[src/rtl/axis_s_vlw_packer.sv]
// AXI-Stream slave front end: buffers TDATA beats in a FIFO, packs RATIO beats
// per VLW word and writes frames sequentially into the FFT sample memory.
module axis_s_vlw_packer #(
   parameter int unsigned TDATA_WDT  = 32,
   parameter int unsigned VLW_WDT    = 64,
   parameter int unsigned FIFO_SIZE  = 16,
   parameter int unsigned FRAME_LOG2 = 12,
   parameter int unsigned MEM_OFFSET = 0
) (
   input  logic                  clk,
   input  logic                  rst,
   input  logic [TDATA_WDT-1:0]  s_axis_tdata,
   input  logic                  s_axis_tvalid,
   output logic                  s_axis_tready,
   input  logic                  s_axis_tlast,
   output logic                  mem_wr_en,
   input  logic                  mem_wr_rdy,
   output logic [FRAME_LOG2-1:0] mem_wr_addr,
   output logic [VLW_WDT-1:0]    mem_wr_data,
   output logic                  frame_done,
   output logic                  err_early_tlast,
   output logic                  err_no_tlast,
   input  logic                  err_clr
);

   localparam int unsigned RATIO         = VLW_WDT / TDATA_WDT;
   localparam int unsigned FIFO_ADDR_WDT = $clog2(FIFO_SIZE);
   localparam int unsigned FRAME_LEN     = 2 ** FRAME_LOG2;
   localparam int unsigned BEAT_WDT      = $clog2(FRAME_LEN * RATIO);
   localparam int unsigned SLOT_WDT      = (RATIO > 1) ? $clog2(RATIO) : 1;

   localparam logic [BEAT_WDT-1:0]      LAST_BEAT = BEAT_WDT'(FRAME_LEN * RATIO - 1);
   localparam logic [BEAT_WDT-1:0]      BEAT_ONE  = BEAT_WDT'(1);
   localparam logic [SLOT_WDT-1:0]      LAST_SLOT = SLOT_WDT'(RATIO - 1);
   localparam logic [SLOT_WDT-1:0]      SLOT_ONE  = SLOT_WDT'(1);
   localparam logic [FRAME_LOG2-1:0]    ADDR_BASE = FRAME_LOG2'(MEM_OFFSET);
   localparam logic [FRAME_LOG2-1:0]    ADDR_ONE  = FRAME_LOG2'(1);
   localparam logic [FIFO_ADDR_WDT:0]   PTR_ONE   = (FIFO_ADDR_WDT + 1)'(1);

   if ((VLW_WDT % TDATA_WDT) != 0 || VLW_WDT < TDATA_WDT) begin : g_ratio_check
      $error("VLW_WDT must be an integer multiple of TDATA_WDT");
   end
   if (FIFO_SIZE < 2 || (FIFO_SIZE & (FIFO_SIZE - 1)) != 0) begin : g_fifo_check
      $error("FIFO_SIZE must be a power of 2 and at least 2");
   end

   typedef enum logic {RECV, DRAIN} state_t;

   state_t                   state, state_nxt;
   logic [TDATA_WDT:0]       fifo_mem [FIFO_SIZE];
   logic [FIFO_ADDR_WDT:0]   wr_ptr, rd_ptr;
   logic                     full, empty, push, pop, xfer;
   logic [TDATA_WDT:0]       pop_entry;
   logic [TDATA_WDT-1:0]     pop_beat;
   logic                     pop_last;
   logic [BEAT_WDT-1:0]      beat_cnt;
   logic [SLOT_WDT-1:0]      slot;
   logic [VLW_WDT-1:0]       acc, packed_word;
   logic [FRAME_LOG2-1:0]    addr;
   logic                     last_word;
   logic                     final_beat, frame_abort, word_done, set_early, set_no;

   // Extra pointer MSB separates full from empty so every entry is usable.
   assign full  = (wr_ptr[FIFO_ADDR_WDT] != rd_ptr[FIFO_ADDR_WDT]) &&
                  (wr_ptr[FIFO_ADDR_WDT-1:0] == rd_ptr[FIFO_ADDR_WDT-1:0]);
   assign empty = (wr_ptr == rd_ptr);

   assign s_axis_tready = !rst && !full;
   assign push          = s_axis_tvalid && s_axis_tready;
   assign xfer          = mem_wr_en && mem_wr_rdy;
   assign pop           = !empty && (state == DRAIN || !mem_wr_en || mem_wr_rdy);
   assign pop_entry     = fifo_mem[rd_ptr[FIFO_ADDR_WDT-1:0]];
   assign pop_beat      = pop_entry[TDATA_WDT-1:0];
   assign pop_last      = pop_entry[TDATA_WDT];
   assign final_beat    = (beat_cnt == LAST_BEAT);

   assign mem_wr_addr = addr;
   assign frame_done  = xfer && last_word;

   always_ff @(posedge clk) begin
      if (push) fifo_mem[wr_ptr[FIFO_ADDR_WDT-1:0]] <= {s_axis_tlast, s_axis_tdata};
   end

   always_ff @(posedge clk) begin
      if (rst) begin
         wr_ptr <= '0;
         rd_ptr <= '0;
      end else begin
         if (push) wr_ptr <= wr_ptr + PTR_ONE;
         if (pop)  rd_ptr <= rd_ptr + PTR_ONE;
      end
   end

   always_comb begin
      packed_word = acc;
      for (int unsigned k = 0; k < RATIO; k++) begin
         if (slot == SLOT_WDT'(k)) packed_word[k*TDATA_WDT +: TDATA_WDT] = pop_beat;
      end
   end

   always_ff @(posedge clk) begin
      if (rst) state <= RECV;
      else     state <= state_nxt;
   end

   always_comb begin
      state_nxt   = state;
      frame_abort = 1'b0;
      word_done   = 1'b0;
      set_early   = 1'b0;
      set_no      = 1'b0;
      if (pop) begin
         case (state)
            RECV: begin
               if (pop_last && !final_beat) begin
                  frame_abort = 1'b1;
                  set_early   = 1'b1;
               end else begin
                  word_done = (slot == LAST_SLOT);
                  if (final_beat && !pop_last) begin
                     set_no    = 1'b1;
                     state_nxt = DRAIN;
                  end
               end
            end
            DRAIN: if (pop_last) state_nxt = RECV;
            default: state_nxt = RECV;
         endcase
      end
   end

   // The abort's address reset is ordered after the transfer increment so it
   // wins when the frame's last pending word leaves in the same cycle.
   always_ff @(posedge clk) begin
      if (rst) begin
         beat_cnt    <= '0;
         slot        <= '0;
         acc         <= '0;
         mem_wr_en   <= 1'b0;
         mem_wr_data <= '0;
         addr        <= ADDR_BASE;
         last_word   <= 1'b0;
      end else begin
         if (xfer) begin
            mem_wr_en <= 1'b0;
            addr      <= addr + ADDR_ONE;
         end
         if (pop && state == RECV) begin
            if (frame_abort) begin
               beat_cnt <= '0;
               slot     <= '0;
               addr     <= ADDR_BASE;
            end else begin
               acc      <= packed_word;
               beat_cnt <= final_beat ? '0 : beat_cnt + BEAT_ONE;
               if (word_done) begin
                  mem_wr_en   <= 1'b1;
                  mem_wr_data <= packed_word;
                  last_word   <= final_beat;
                  slot        <= '0;
               end else begin
                  slot <= slot + SLOT_ONE;
               end
            end
         end
      end
   end

   always_ff @(posedge clk) begin
      if (rst) begin
         err_early_tlast <= 1'b0;
         err_no_tlast    <= 1'b0;
      end else if (err_clr) begin
         err_early_tlast <= 1'b0;
         err_no_tlast    <= 1'b0;
      end else begin
         if (set_early) err_early_tlast <= 1'b1;
         if (set_no)    err_no_tlast    <= 1'b1;
      end
   end

endmodule

[config.mk]
export PLATFORM = sky130hd
export DESIGN_NAME = axis_s_vlw_packer
export DESIGN_NICKNAME = d
export VERILOG_FILES = /design/src/rtl/axis_s_vlw_packer.sv
export SDC_FILE = /design/constraint.sdc
export NUM_CORES = 1
export LEC_CHECK = 0
export CAP_MARGIN = 20
export CORE_MARGIN = 5
export CORE_UTILIZATION = 45
export CTS_CLUSTER_DIAMETER = 100
export DETAILED_ROUTE_END_ITERATION = 7
export DONT_BUFFER_PORTS = 1
export PLACE_DENSITY = 0.56
export RECOVER_POWER = 100
export SLEW_MARGIN = 30
export SYNTH_ARGS = -nofsm -noshare
export SYNTH_HDL_FRONTEND = slang
export SYNTH_SLANG_ARGS = --single-unit
[constraint.sdc]
create_clock -name clk -period 4.8 [get_ports clk]
set_input_delay 0.48 -clock clk [delete_from_list [all_inputs] [get_ports clk]]
set_output_delay 0.48 -clock clk [all_outputs]
set_load 0.01 [all_outputs]
# Yosys cells after proc, flatten, opt, wreduce, memory -nomap -nowiden
# Memory sizes are Yosys's and may differ from the RTL's. A register that Yosys moved wholly into a read port is not among the register bits.
# Index checks and enable logic that the tools add are counted.
word_totals:
  input_bits: 38
  regBits: 169
  ram_bits: 528
  n_memories: 1
op_classes:
  eq_ne: 4
  mux: 29
  bitwise_logic: 2
  add_sub_neg: 5
  n_reduce_logical: 20
mem_list:
  columns: ["name", "depth", "width", "read_ports", "rd_ports_with_merged_regs", "wr", "line", "text"]
  rows:
  - ["fifo_mem", 16, 33, 1, 1, 1, "50", "logic [TDATA_WDT:0] fifo_mem [FIFO_SIZE];"]
ops:
  columns: ["cell", "count"]
  rows:
  - ["$mux 32", 2]
  - ["$mux 12", 3]
  - ["$mux 13", 2]
  - ["$mux 1", 19]
  - ["$add 13x1->13 const B", 1]
  - ["$eq 13x13->1 const B", 1]
  - ["$add 12x1->12 const B", 1]
  - ["$add 5x1->5 const B", 2]
  - ["$logic_and 1x1->1", 9]
  - ["$mux 4", 2]
  - ["$logic_not 1->1", 6]
  - ["$eq 5x5->1", 1]
  - ["$eq 4x4->1", 1]
  - ["$reduce_and 3->1", 1]
  - ["$logic_or 1x1->1", 2]
  - ["$not 1->1", 2]
  - ["$pmux 1 s2", 1]
  - ["$reduce_and 2->1", 1]
  - ["$reduce_or 2->1", 1]
  - ["$add 1x1->1 const B", 1]
  - ["$ne 1x1->1", 1]

# Logic depth before layout (Yosys ltp)
logic_depth:
  depth_word: 9
  ltp_mapped: 8
  depth_no_buf: 6

# Least setup slack after synthesis
# Ideal clock, no wire load.
synth_timing:
  kind: "flip-flop to flip-flop"
  startpoint: "reg wr_ptr[3]"
  endpoint: "mem fifo_mem[0][0] (netlist name), enable pin"
  path_stages_with_launch: 8
  t_arrival_ns: 3.746
  setup_time_ns: 0.464
  setup_slack_ns: 0.589
  cell_sequence: "dfxtp_1 buf_2 xnor2_1 and4_1 clkbuf_1 a21oi_1 nand2_1 nor3_1"
synth_via:
  elab_chain_cells: 7
synth_lines:
  columns: ["item", "line", "text"]
  rows:
  - ["start, declared", "51", "logic [FIFO_ADDR_WDT:0] wr_ptr, rd_ptr;"]
  - ["start signal, assigned", "89", "if (push) wr_ptr <= wr_ptr + PTR_ONE;"]
  - ["$eq 4x4->1", "65", "(wr_ptr[FIFO_ADDR_WDT-1:0] == rd_ptr[FIFO_ADDR_WDT-1:0]);"]
  - ["$logic_and 1x1->1", "64", "assign full = (wr_ptr[FIFO_ADDR_WDT] != rd_ptr[FIFO_ADDR_WDT]) &&"]
  - ["$logic_not 1->1", "68", "assign s_axis_tready = !rst && !full;"]
  - ["$logic_and 1x1->1", "68", null]
  - ["$logic_and 1x1->1", "69", "assign push = s_axis_tvalid && s_axis_tready;"]
  - ["$mux 1", "81", "if (push) fifo_mem[wr_ptr[FIFO_ADDR_WDT-1:0]] <= {s_axis_tlast, s_axis_tdata};"]
  - ["$mux 1 (not written as such)", "81", null]
  - ["end, declared", "50", null]
# Parallel ways exist; a longest one is shown, timed or not.

# Final worst setup path
layout_timing:
  startpoint: "reg beat_cnt[0]"
  endpoint: "reg mem_wr_data[19]"
layout_via:
  elab_chain_cells: 8
  elab_cells_between_ends: 11
  cone_classes: "eq/ne (1); mux (6); bitwise (1); reduce/logical (3)"
layout_lines:
  columns: ["item", "line", "text"]
  rows:
  - ["start, declared", "56", "logic [BEAT_WDT-1:0] beat_cnt;"]
  - ["start signal, assigned", "155", "beat_cnt <= final_beat ? '0 : beat_cnt + BEAT_ONE;"]
  - ["$eq 13x13->1 *", "75", "assign final_beat = (beat_cnt == LAST_BEAT);"]
  - ["$logic_not 1->1 *", "115", "if (pop_last && !final_beat) begin"]
  - ["$logic_and 1x1->1 *", "115", null]
  - ["$mux 1", "115", null]
  - ["$mux 1", "113", "case (state)"]
  - ["$mux 1", "112", "if (pop) begin"]
  - ["$not 1->1 (no source line)", null, null]
  - ["$reduce_and 3->1 (no source line) *", null, null]
  - ["end signal, assigned", "158", "mem_wr_data <= packed_word;"]
  - ["end, declared", "19", "output logic [VLW_WDT-1:0] mem_wr_data,"]
# Every way passes the cells marked *; elsewhere a longest branch is shown, timed or not.
# A chain may end at the register's enable or synchronous reset.

==> qor.csv <==
metric;value;unit
initial antenna violation count;5;
Iteration-0 DRC Markers;890;
fmax;0.253;GHz
Layout area overhead;14.7;%
cells along the critical path;ha_1, nand3_2, or4_4, or3_1, a21oi_1, buf_16, buf_12, mux2i_1;
full die area;0.0613;mm2
Root Buffer;clkbuf_16;
critical path peak fanout;18;
Post-Syn Nets;1430;
Cell variety after synth;53;
top_reg_cell synth;edfxtp_1;
EDFF count, synth;528;
CP Capture Type;flip-flop;
synthesized area;0.0254;mm2
ys async rst share;0;%
Final Hold Fails;0;
clk slew on worst S/H paths;0.06;ns
slowest stage delay, CP;1.43;ns
power per cell area;504;mW/mm2
YS warnings;0;
register bit total from synthesis;669;
maximum vdd ir drop;0.313;mV
Post-Route WL;58400;um
I/O Buffers;0;
vias in the first global route;13394;
Slew @ Worst Pin;2.10;ns
GR Util All Layers;19.3;%
endpoints failing setup;0;
Rows;87;
worst rel slew slack;-40.3;%
post-synth top area share;62.4;%
clk buf depth;3;
Die Y;248;um
largest net degree at the start of global routing;69;
Req. time, crit path;5.32;ns
CTS buffer count;72;
Post-synth top cells;528 x edfxtp_1, 141 x dfxtp_1, 130 x mux4_2;
Final GP Congestion;0.763;
Inst Count DP;2104;
core area;0.0562;mm2
Slowest-stage cell, CP;a21oi_1;
DRT Pass-1 Iters;5;
final setup TNS;0;ns
count leader, synth;edfxtp_1;
Total Power;14700;uW
DRC viols;0;
vias per cell;5.75;
initial core utilization;45.2;%
fin crit share;82.3;%
Avg WL per Cell;25.7;um
critical path class;flip-flop to flip-flop;
Worst setup SP type;flip-flop;
LEAKAGE;0.00929;uW
crit path time final;3.95;ns
Max Slew Vio Count;218;
Worst Skew;0.0195;ns
Layout Nets;1504;
failing checks;max-capacitance violations, max-slew violations;
mean post-synth cell area;18.3;um2
first-pass GRT wire length;88200;um
final non-filler cell total;2274;
CTS tree;yes;
layout cells sized above 1;18.6;%
I/O pin count;119;
Vias;13073;
Area contributors post-synth;edfxtp_1 62%, mux4_2 12%, dfxtp_1 11%, mux2i_1 2.8%, a22o_1 2.1%;
largest area contributor in the netlist;edfxtp_1;
Clock Latency Late Sink;0.60;ns
post-DP HPWL;34900;um
Reg2Reg Setup Slack;0.85;ns
min-delay worst type;input pin to flip-flop;
H-tree levels;3;
RSZ-0062 raised after global routing;no;
status;finished, violations left;
post-synthesis sequential area ratio;73.5;%
GRT overflow;0;
Setup Buffers After CTS;0;
arrival time at the worst endpoint;4.47;ns
CTS sink count;669;
chip width;248;um
Max-cap violations;10;
Mapped Cells;1385;
antenna-violating nets left;0;
==> area by class of cell <==
class                           count  area (um2)
Clock buffer                      105        2080
Inverter                           10        40.0
Antenna cell                        2        5.00
Tap cell                          756         946
Clock inverter                     26         216
Multi-Input combinational cell    623        6350
Sequential cell                   669       18700
Fill cell                        4642       27000
Timing Repair Buffer               83         831
==> cells by family (layout without fill, tap and decap cells) <==
group	count (synthesis)	in the layout	synth area share, %
flip-flops	669	669	73.5
XOR/XNOR	24	24	0.827
AO/OA/AOI/OAI	175	175	5.29
buffers and inverters	93	224	1.68
multiplexers	203	203	14.4
other	0	2	0
AND/OR/NAND/NOR	214	214	3.94
adder cells (fa/ha/maj)	7	7	0.345
==> cells in the final DEF (no fill, tap or decap), types with 7 or more instances in the layout <==
cell           count
ha_1               7
nor2_1            38
a31oi_1            8
dlygate4sd3_1     34
clkbuf_16         77
nand2_1           94
mux2i_1           70
o2bb2ai_1         32
o21ai_0           35
buf_4             14
dfxtp_1          139
a21oi_1           12
a22o_1            62
nor3_1            11
nand3_1           19
buf_16             7
mux4_2           130
edfxtp_1         528
xor2_1            12
clkinv_2          15
clkbuf_1          41
inv_1              9
xnor2_1           12
nand4_1           16
==> what timing repair did <==
| action | 4_1_cts | 5_1_grt |
|---|---|---|
| endpoints found under the hold margin | 555 | 0 |
| resized for setup | 0 | 0 |
| hold buffers | 35 | 0 |
==> metrics by stage <==
step	utilization (%)	hold WS [ns]	setup slack, ns	area, um2
floorplan	-	0.445	0.589	25400
global placement	47.0	0.454	1.51	26400
global route	51.9	0.0259	0.597	29100
detailed placement	47.6	0.465	1.46	26700
finish	51.9	0.0583	0.851	29200
CTS	52.3	0.0150	1.44	29400
==> sequential cells by signal, summed over array words and instances, names as in the netlist, named ones only <==
register,count
fifo_mem,528
mem_wr_data,64
acc,32
beat_cnt,13
mem_wr_addr,12
rd_ptr,5
wr_ptr,5
err_early_tlast,1
err_no_tlast,1
last_word,1
mem_wr_en,1
slot,1
state,1
==> per-layer routing <==
layer | up-vias | share of wire [%] | global-route usage (%)
met1 | 6868 | 44 | 27.7
met3 | 86 | 6.4 | 4.60
li1 | 5737 | - | -
met4 | 4 | 1.7 | 4.14
met2 | 378 | 48 | 30.6
met5 | - | 0.031 | 0
==> power by group <==
part           switching, uW  leakage [uW]  internal, uW
clock network           2180       0.00113          3180
logic                   1440       0.00225          1230
registers                172       0.00590          6480
total                   3800       0.00929         10900
==> critical path: cells and delay by family (launching register included) <==
family,cells,cell delay (ns)
flip-flops,1,0.41
buffers and inverters,2,0.44
adder cells (fa/ha/maj),1,0.23
AND/OR/NAND/NOR,3,1.13
multiplexers,1,0.20
AO/OA/AOI/OAI,1,1.43
==> final timing paths <==
check,from,to,depth (start not counted)
worst min register to register,acc[25]$_SDFFE_PP0P_,acc[25]$_SDFFE_PP0P_,2
worst max register to register,beat_cnt[0]$_SDFFE_PP0N_,mem_wr_data[19]$_SDFFE_PP0P_,8
worst max-delay path,beat_cnt[0]$_SDFFE_PP0N_,mem_wr_data[19]$_SDFFE_PP0P_,8
worst min-delay path,mem_wr_rdy,mem_wr_addr[1]$_SDFF_PP0_,2
(Power assumes the default switching activity.)
